<file path="src/rtl/pipe_pkg.sv">
// Shared pipeline-register constants and the skid-stage state type.
// Used by pipe_stage_skid and its helpers.
package pipe_pkg;

  localparam int IFID_W = 128;

  localparam logic [31:0] RV_NOP = 32'h0000_0013;

  localparam logic [1:0] OCC_EMPTY = 2'd0;
  localparam logic [1:0] OCC_BUSY  = 2'd1;
  localparam logic [1:0] OCC_FULL  = 2'd2;

  typedef enum logic [1:0] {
    ST_EMPTY = OCC_EMPTY,
    ST_BUSY  = OCC_BUSY,
    ST_FULL  = OCC_FULL
  } skid_st_e;

endpackage

</file>
<file path="src/rtl/pipe_sat_counter.sv">
// Saturating up-counter with synchronous clear.
// Used by the optional perf counters of pipe_stage_skid.
module pipe_sat_counter #(
  parameter int W = 32
) (
  input  logic         clk,
  input  logic         clr,
  input  logic         inc,
  output logic [W-1:0] cnt
);

  logic [W-1:0] cnt_q;

  always_ff @(posedge clk) begin
    if (clr) begin
      cnt_q <= '0;
    end else if (inc && (cnt_q != '1)) begin
      cnt_q <= cnt_q + 1'b1;
    end
  end

  assign cnt = cnt_q;

endmodule

</file>
<file path="src/rtl/pipe_stage_skid.sv">
// Elastic pipeline register with a two-entry skid buffer and flush.
// Optional stall/bubble counters under `PIPE_STAGE_PERF_EN.
module pipe_stage_skid
  import pipe_pkg::*;
#(
  parameter int                DATA_W     = IFID_W,
  parameter logic [DATA_W-1:0] RESET_DATA = '0
) (
  input  logic              clk,
  input  logic              rst,
  input  logic              in_valid,
  output logic              in_ready,
  input  logic [DATA_W-1:0] in_data,
  output logic              out_valid,
  input  logic              out_ready,
  output logic [DATA_W-1:0] out_data,
  input  logic              flush,
  output logic [1:0]        occupancy
`ifdef PIPE_STAGE_PERF_EN
  ,
  output logic [31:0]       stall_cnt,
  output logic [31:0]       bubble_cnt
`endif
);

  skid_st_e st_q;
  skid_st_e st_d;

  logic [DATA_W-1:0] main_q;
  logic [DATA_W-1:0] skid_q;
  logic              rdy_q;

  logic main_v;
  logic skid_v;
  logic acc;
  logic emit;
  logic ld_main;
  logic ld_skid;
  logic from_skid;

  assign main_v = (st_q != ST_EMPTY);
  assign skid_v = (st_q == ST_FULL);
  assign acc    = in_valid & rdy_q;
  assign emit   = main_v & out_ready;

  assign in_ready  = rdy_q;
  assign out_valid = main_v;
  assign out_data  = main_q;
  assign occupancy = {1'b0, main_v} + {1'b0, skid_v};

  always_comb begin
    st_d      = st_q;
    ld_main   = 1'b0;
    ld_skid   = 1'b0;
    from_skid = 1'b0;
    unique case (st_q)
      ST_EMPTY: begin
        if (acc) begin
          st_d    = ST_BUSY;
          ld_main = 1'b1;
        end
      end
      ST_BUSY: begin
        unique case (1'b1)
          acc & emit: begin
            ld_main = 1'b1;
          end
          acc & !emit: begin
            st_d    = ST_FULL;
            ld_skid = 1'b1;
          end
          !acc & emit: begin
            st_d = ST_EMPTY;
          end
          !acc & !emit: begin
            st_d = ST_BUSY;
          end
        endcase
      end
      ST_FULL: begin
        if (emit) begin
          st_d      = ST_BUSY;
          ld_main   = 1'b1;
          from_skid = 1'b1;
        end
      end
      default: begin
        st_d = ST_EMPTY;
      end
    endcase
    // a redirect drops both entries and any handshake this cycle
    if (flush) begin
      st_d      = ST_EMPTY;
      ld_main   = 1'b0;
      ld_skid   = 1'b0;
      from_skid = 1'b0;
    end
  end

  always_ff @(posedge clk) begin
    if (rst) begin
      st_q  <= ST_EMPTY;
      rdy_q <= 1'b0;
    end else begin
      st_q  <= st_d;
      rdy_q <= (st_d != ST_FULL);
    end
  end

  always_ff @(posedge clk) begin
    if (rst || flush) begin
      main_q <= RESET_DATA;
      skid_q <= RESET_DATA;
    end else begin
      if (ld_main) begin
        main_q <= from_skid ? skid_q : in_data;
      end
      if (ld_skid) begin
        skid_q <= in_data;
      end
    end
  end

`ifdef PIPE_STAGE_PERF_EN
  logic stall_inc;
  logic bubble_inc;

  assign stall_inc  = main_v & !out_ready;
  assign bubble_inc = !main_v & !rst;

  pipe_sat_counter #(
    .W (32)
  ) u_stall_cnt (
    .clk (clk),
    .clr (rst),
    .inc (stall_inc),
    .cnt (stall_cnt)
  );

  pipe_sat_counter #(
    .W (32)
  ) u_bubble_cnt (
    .clk (clk),
    .clr (rst),
    .inc (bubble_inc),
    .cnt (bubble_cnt)
  );
`endif

endmodule

</file>
<file path="config.mk">
export PLATFORM = sky130hd
export DESIGN_NAME = pipe_stage_skid
export DESIGN_NICKNAME = d
export VERILOG_FILES = /design/src/rtl/pipe_pkg.sv /design/src/rtl/pipe_sat_counter.sv /design/src/rtl/pipe_stage_skid.sv
export SDC_FILE = /design/constraint.sdc
export NUM_CORES = 1
export LEC_CHECK = 0
export CAP_MARGIN = 20
export CORE_ASPECT_RATIO = 1.25
export CORE_MARGIN = 5
export CORE_UTILIZATION = 44
export DETAILED_ROUTE_END_ITERATION = 6
export PLACE_DENSITY = 0.74
export SYNTH_ARGS = -nofsm -noshare
export SYNTH_HDL_FRONTEND = slang
export SYNTH_HIERARCHICAL = 1
export SYNTH_SLANG_ARGS = --single-unit
</file>
<file path="constraint.sdc">
create_clock -name clk -period 1.6 [get_ports clk]
set_clock_uncertainty 0.1 [all_clocks]
set_input_delay 0.32 -clock clk [delete_from_list [all_inputs] [get_ports clk]]
set_output_delay 0.32 -clock clk [all_outputs]
set_load 0.1 [all_outputs]
</file>
* Word-level counts from Yosys, hierarchy flattened
Cells that the tools add are included.
** Storage, ports and cells
- Logic and storage cells :: 35
- Output and inout port bits :: 132
- Bits in registers :: 259
- Input port bits :: 133
** Cells by class
- Muxes and demuxes :: 16
- Reductions and logical operators :: 5
- Bitwise gates (word level) :: 6
- Add/sub/neg operators :: 1
- Equality and inequality tests :: 3
** Operators by type and width (count)
- 2-to-1 mux 128 bit :: 1
- one-hot mux 2 bit (3 select lines) :: 2
- 2-to-1 mux 1 bit :: 9
- bitwise AND 1 bit :: 6
- 2-to-1 mux 2 bit :: 3
- one-hot mux 1 bit (3 select lines) :: 1
- adder 1 x 1 -> 2 bit :: 1
- == test 2 x 1 -> 1 bit, second input constant :: 1
- == test 2 bit, second input constant :: 1
- zero test 1 bit :: 2
- zero test 2 bit :: 1
- != test 2 bit, second input constant :: 1
- nonzero test 2 bit :: 1
- logical OR 1 bit :: 1

* Longest topological paths before layout
- Word-level depth :: 8
- Mapped depth :: 6
- Gate-level depth less buffers :: 4

* Worst setup path after synthesis
OpenSTA, ideal clock, no wires.
- Path type :: reg-to-reg
- Start :: register rdy_q, in the netlist in_ready
- End :: register main_q[0], in the netlist out_data[0]
- Setup time :: 0.136 ns
- Period minus slack after synthesis :: 2.279 ns
- Buffers on the path :: 2
- Required time :: 1.364 ns
- Path slack :: -0.679 ns
- Cell stages (with the launch flop) :: 6
- Arrival time :: 2.042 ns
- Cell sequence :: dfxtp_1 -> nand2_1 -> o31ai_4 -> buf_4 -> clkbuf_1 -> a31oi_1
** Between the ends
- Longest elaborated chain between the ends :: 5
- Elaborated cells between the ends (all ways) :: 6
- Those cells by class :: mux (4); bitwise (2)
** Ends and longest elaborated chain
- start: declaration :: line pipe_stage_skid.sv:31 : logic rdy_q;
- start signal: assignment :: line pipe_stage_skid.sv:106 : rdy_q <= (st_d != ST_FULL);
- bitwise AND 1 bit * :: line pipe_stage_skid.sv:43 : assign acc = in_valid & rdy_q;
- bitwise AND 1 bit :: line pipe_stage_skid.sv:65 : acc & emit: begin
- 2-to-1 mux 1 bit :: line pipe_stage_skid.sv:64 : unique case (1'b1)
- one-hot mux 1 bit (3 select lines) * :: line pipe_stage_skid.sv:56 : unique case (st_q)
- 2-to-1 mux 1 bit * :: line pipe_stage_skid.sv:92 : if (flush) begin
- end signal: assignment :: line pipe_stage_skid.sv:116 : main_q <= from_skid ? skid_q : in_data;
- end: declaration :: line pipe_stage_skid.sv:29 : logic [DATA_W-1:0] main_q;
Every way passes the cells marked *; elsewhere a longest branch is shown, timed or not.
A chain may end at the register's enable or synchronous reset.

* Final worst setup path
- Start :: register st_q[0]
- End :: output port occupancy[1]
** Between the ends
- Longest elaborated chain between the ends :: 2
- Elaborated cells between the ends (all ways) :: 3
- Those cells by class :: add/sub (1); eq/ne (1); reduce/logical (1)
** Ends and longest elaborated chain
- start: declaration :: line pipe_stage_skid.sv:26 : skid_st_e st_q;
- start signal: assignment :: line pipe_stage_skid.sv:105 : st_q <= st_d;
- == test 2 bit or nonzero test 2 bit (tied branches) :: line pipe_stage_skid.sv:42, pipe_stage_skid.sv:41
- adder 1 x 1 -> 2 bit * :: line pipe_stage_skid.sv:49 : assign occupancy = {1'b0, main_v} + {1'b0, skid_v};
- end: declaration :: line pipe_stage_skid.sv:18 : output logic [1:0] occupancy
Marked as above.

==> key figures <==
Cells and area
  – Sequential cell area in the final layout: 5190 um2
  – Layout cells sized above 1: between 20% and 30%
  – Count of placed standard cells in the final layout, fillers left out: 1887
  – Layout Area Growth over Synthesis: 68.2%
  – Post-layout util: about three quarters
  – Multi-input gate area in the final layout: roughly 4800 um2
  – Final net count: 1717
  – Filler cells: 1431

Worst hold path
  – Startpoint of the worst hold path: in_data[114]
  – Number of instances on the worst hold path: 3
  – Endpoint of the worst hold-timing path: skid_q[114]$_SDFFE_PP0P_
  – Min-delay worst type: primary input to register

Setup path
  – Delay contributed by the slowest stage of the critical path: 0.34 ns
  – Critical setup path kind: register to primary output
  – Crit path DAT: around 1.4 ns
  – Largest fanout on the critical path: 5
  – Length in cells of the worst reg-to-reg path: 8
  – Nature of the critical path startpoint: register
  – FF-to-FF End: out_data[30]$_SDFFE_PP0P_
  – Critical Path End Type: primary output
  – Cell type group with the largest total delay on the critical path: flip-flops
  – Flop-to-flop setup slack: -0.19 ns
  – Slowest-stage cell, CP: sky130_fd_sc_hd__dfxtp_2
  – Number of buffer and inverter stages on the critical path: 2
  – CP Data Required Time: roughly 1.2 ns
  – Launch instance of the worst register-to-register path: st_q[0]$_SDFF_PP0_
  – Critical path cell sequence: and2b_4, buf_6, buf_12

Routing
  – WL per Instance: 19.1 um
  – Post-route ant nets: 0
  – Via density per instance: between 5 and 6
  – Total iterations of the first detailed-routing run: 5
  – Remaining DRCs: 0
  – Via count: 10559
  – Routed wire length: about 36 mm
  – Number of DRC markers after the initial detailed-route iteration: 813

Global routing
  – Vias in the first global route: 10206
  – Wire length of the first global-routing pass: 53.0 mm
  – Pin count of the biggest net entering global routing: 54
  – Initial antenna violation count: 2
  – Leftover overflow at the end of global routing: 0
  – Global-route usage over all layers: 24.5%

Clock network
  – TritonCTS clock tree: done
  – Worst-Skew Late Latency: 0.52 ns
  – Clock-pin transition on the worst setup and hold timing paths: 0.06 ns
  – Clock tree root buffer cell: sky130_fd_sc_hd__clkbuf_16
  – H-tree levels: 1
  – Buffer levels on the longest clock path: 3
  – Clock sink total: 259
  – Clock buffers created by TritonCTS: 26

Yosys
  – Seq cells post-synth: roughly 260
  – Count of mapped cells out of synthesis: 1289
  – Number of library cell types mapped by synthesis: 22
  – Netlist Area Pre-Place: 10000 um2
  – Warnings, synthesis: 6
  – Synth Net Count: roughly 1400
  – Avg Synthesized Cell Area: 7.78 um2
  – Sequential share of the synthesized area: 51.7%

Power and ir drop
  – Share of total power consumed by net switching: 27.0%
  – Flop pwr share: ~44%
  – Leakage component of the power: 6.81 nW
  – Comb pwr share: between 10% and 20%
  – Maximum resistive drop on vdd: 789 uV
  – Power share of the clock group: 39.7%
  – Switching power total: ~0.004 W
  – Power density cells: 896 nW/um2
  – Internal Power: 0.0110 W

STA
  – Max Slew Vio Count: 0
  – Final Hold Violating Endpoints: 0
  – Setup Total Neg Slack: -17.38 ns
  – Worst slew margin relative to its limit: between 60 and 70%
  – Period minus WS final: around 1.8 ns
  – Final worst path period share: 114%
  – Highest Clock Rate: approximately 550 MHz
  – Least-Margin Pin Slew: around 0.50 ns
  – Least setup slack across all paths after layout: -0.217 ns
  – Unrepaired setup endpoints after global routing: yes
  – Final setup fails: 209

Run status
  – Result of the run: finished, violations left
  – Violations in the final reports: setup timing

Die
  – Die Area: 25900 um2
  – Horizontal die dimension: 145 um
  – Height of the die: around 180 um
  – Area of the core: 22400 um2
  – Io pins: 265
  – Placement row count: 61
  – Effective utilization at floorplan: 44.8%

Placed design
  – HPWL after detailed placement: 21.3 mm
  – Routability congestion estimate: 0.808
  – Count of buffers from port buffering: 264
  – Post-Place Cells: 1799

Flow run
  – Number of maximum-capacitance constraint violations: 0
-- worst max-delay path by stage --
stage	to	cells after the start	startpoint
6_report	occupancy[1]	3	st_q[0]$_SDFF_PP0_
2_1_floorplan	out_data[103]$_SDFFE_PP0P_	6	st_q[0]$_SDFF_PP0_
3_3_place_gp	out_data[88]$_SDFFE_PP0P_	7	out_ready
4_1_cts	out_valid	3	st_q[0]$_SDFF_PP0_
5_1_grt	out_data[9]$_SDFFE_PP0P_	6	st_q[0]$_SDFF_PP0_
3_5_place_dp	out_data[110]$_SDFFE_PP0P_	6	out_ready
-- power groups by stage --
stage               logic, W  clock network (W)  registers [W]
finish               0.00241            0.00600        0.00670
floorplan           0.000395                  0        0.00758
CTS                  0.00234            0.00607        0.00670
global route         0.00250            0.00639        0.00671
global placement     0.00224                  0        0.00684
detailed placement   0.00226                  0        0.00684
-- layout by cell type (no fill, tap or decap), types with 2 or more instances in the layout --
| cell type | count |
|---|---|
| sky130_fd_sc_hd__a21oi_1 | 130 |
| sky130_fd_sc_hd__a31oi_1 | 118 |
| sky130_fd_sc_hd__a31oi_2 | 2 |
| sky130_fd_sc_hd__a31oi_4 | 8 |
| sky130_fd_sc_hd__and3b_4 | 2 |
| sky130_fd_sc_hd__buf_12 | 163 |
| sky130_fd_sc_hd__buf_16 | 9 |
| sky130_fd_sc_hd__buf_4 | 44 |
| sky130_fd_sc_hd__buf_6 | 17 |
| sky130_fd_sc_hd__buf_8 | 6 |
| sky130_fd_sc_hd__bufbuf_16 | 2 |
| sky130_fd_sc_hd__clkbuf_1 | 5 |
| sky130_fd_sc_hd__clkbuf_16 | 34 |
| sky130_fd_sc_hd__clkbuf_8 | 5 |
| sky130_fd_sc_hd__clkdlybuf4s50_1 | 132 |
| sky130_fd_sc_hd__clkinv_2 | 3 |
| sky130_fd_sc_hd__clkinvlp_4 | 2 |
| sky130_fd_sc_hd__dfxtp_1 | 254 |
| sky130_fd_sc_hd__dfxtp_2 | 4 |
| sky130_fd_sc_hd__diode_2 | 3 |
| sky130_fd_sc_hd__nand2_1 | 409 |
| sky130_fd_sc_hd__nand2_2 | 62 |
| sky130_fd_sc_hd__nand2_4 | 42 |
| sky130_fd_sc_hd__nand3b_1 | 3 |
| sky130_fd_sc_hd__nor2_1 | 2 |
| sky130_fd_sc_hd__o21ai_0 | 95 |
| sky130_fd_sc_hd__o21ai_1 | 33 |
| sky130_fd_sc_hd__or2_4 | 2 |
-- cell families after synthesis --
logic type / synth area share, %
buffers and inverters: 6.79
multiplexers: 0.0999
AO/OA/AOI/OAI: 21.2
AND/OR/NAND/NOR: 20.2
flip-flops: 51.7
-- layout make-up --
cell class / instances / area share, %
antenna: 3 / 0.0445
clock buffer: 37 / 4.53
clock inverter: 8 / 0.460
multi-input combinational: 917 / 28.4
sequential: 259 / 30.8
tap: 283 / 2.10
timing repair buffer: 380 / 33.7
-- cell usage after synthesis (all sizes together) --
cell      n  area share (%)
a21oi   130             6.5
a31oi   128             8.0
and2b     1           0.075
and3b     3            0.26
buf      80             5.6
clkbuf   33             1.2
dfxtp   259              52
mux2i     1            0.10
nand2   513              19
nand3b    3            0.22
nor2      3            0.11
nor2b     1           0.087
nor3      1           0.050
nor4      1           0.062
o21ai   128             6.4
o22a      1           0.087
o31ai     1            0.21
or2       2            0.12
-- metal layers --
layer / track usage [%] / part of all wire [%]
met5: 0 / 0
met4: 12.2 / 4.5
met3: 5.97 / 8.4
met2: 42.2 / 50
met1: 28.6 / 37
-- flip-flops by register name, summed over array words and instances (netlist names) --
signal and count:
st_q 2, skid_q 128, out_data 128, in_ready 1
-- worst register-to-register path: cells and delay by family, from the launching register on --
family / cells / cell delay, ns
flops: 1 / 0.34
buf+inv: 4 / 0.54
simple gates: 3 / 0.55
compound gates: 1 / 0.18
-- through the flow --
step | area, um2 | setup slack [ns] | total power [W] | hold WS (ns)
6_report | 16900 | -0.217 | 0.0151 | 0.275
5_1_grt | 16900 | -0.313 | 0.0156 | 0.275
2_1_floorplan | 10000 | -0.0746 | 0.00797 | 0.283
3_5_place_dp | 14600 | -0.458 | 0.00910 | 0.346
4_1_cts | 16000 | -0.245 | 0.0151 | 0.255
3_3_place_gp | 14600 | -0.408 | 0.00907 | 0.339
-- what timing repair did --
| action | CTS | global route |
|---|---|---|
| pin swaps | 72 | 132 |
| buffers inserted | 11 | 11 |
| cloned | 13 | 8 |
| endpoints found under the setup margin | 26 | 259 |
| gates resized for setup | 32 | 183 |
| hold buffers | 0 | 0 |
(Power assumes the default switching activity.)
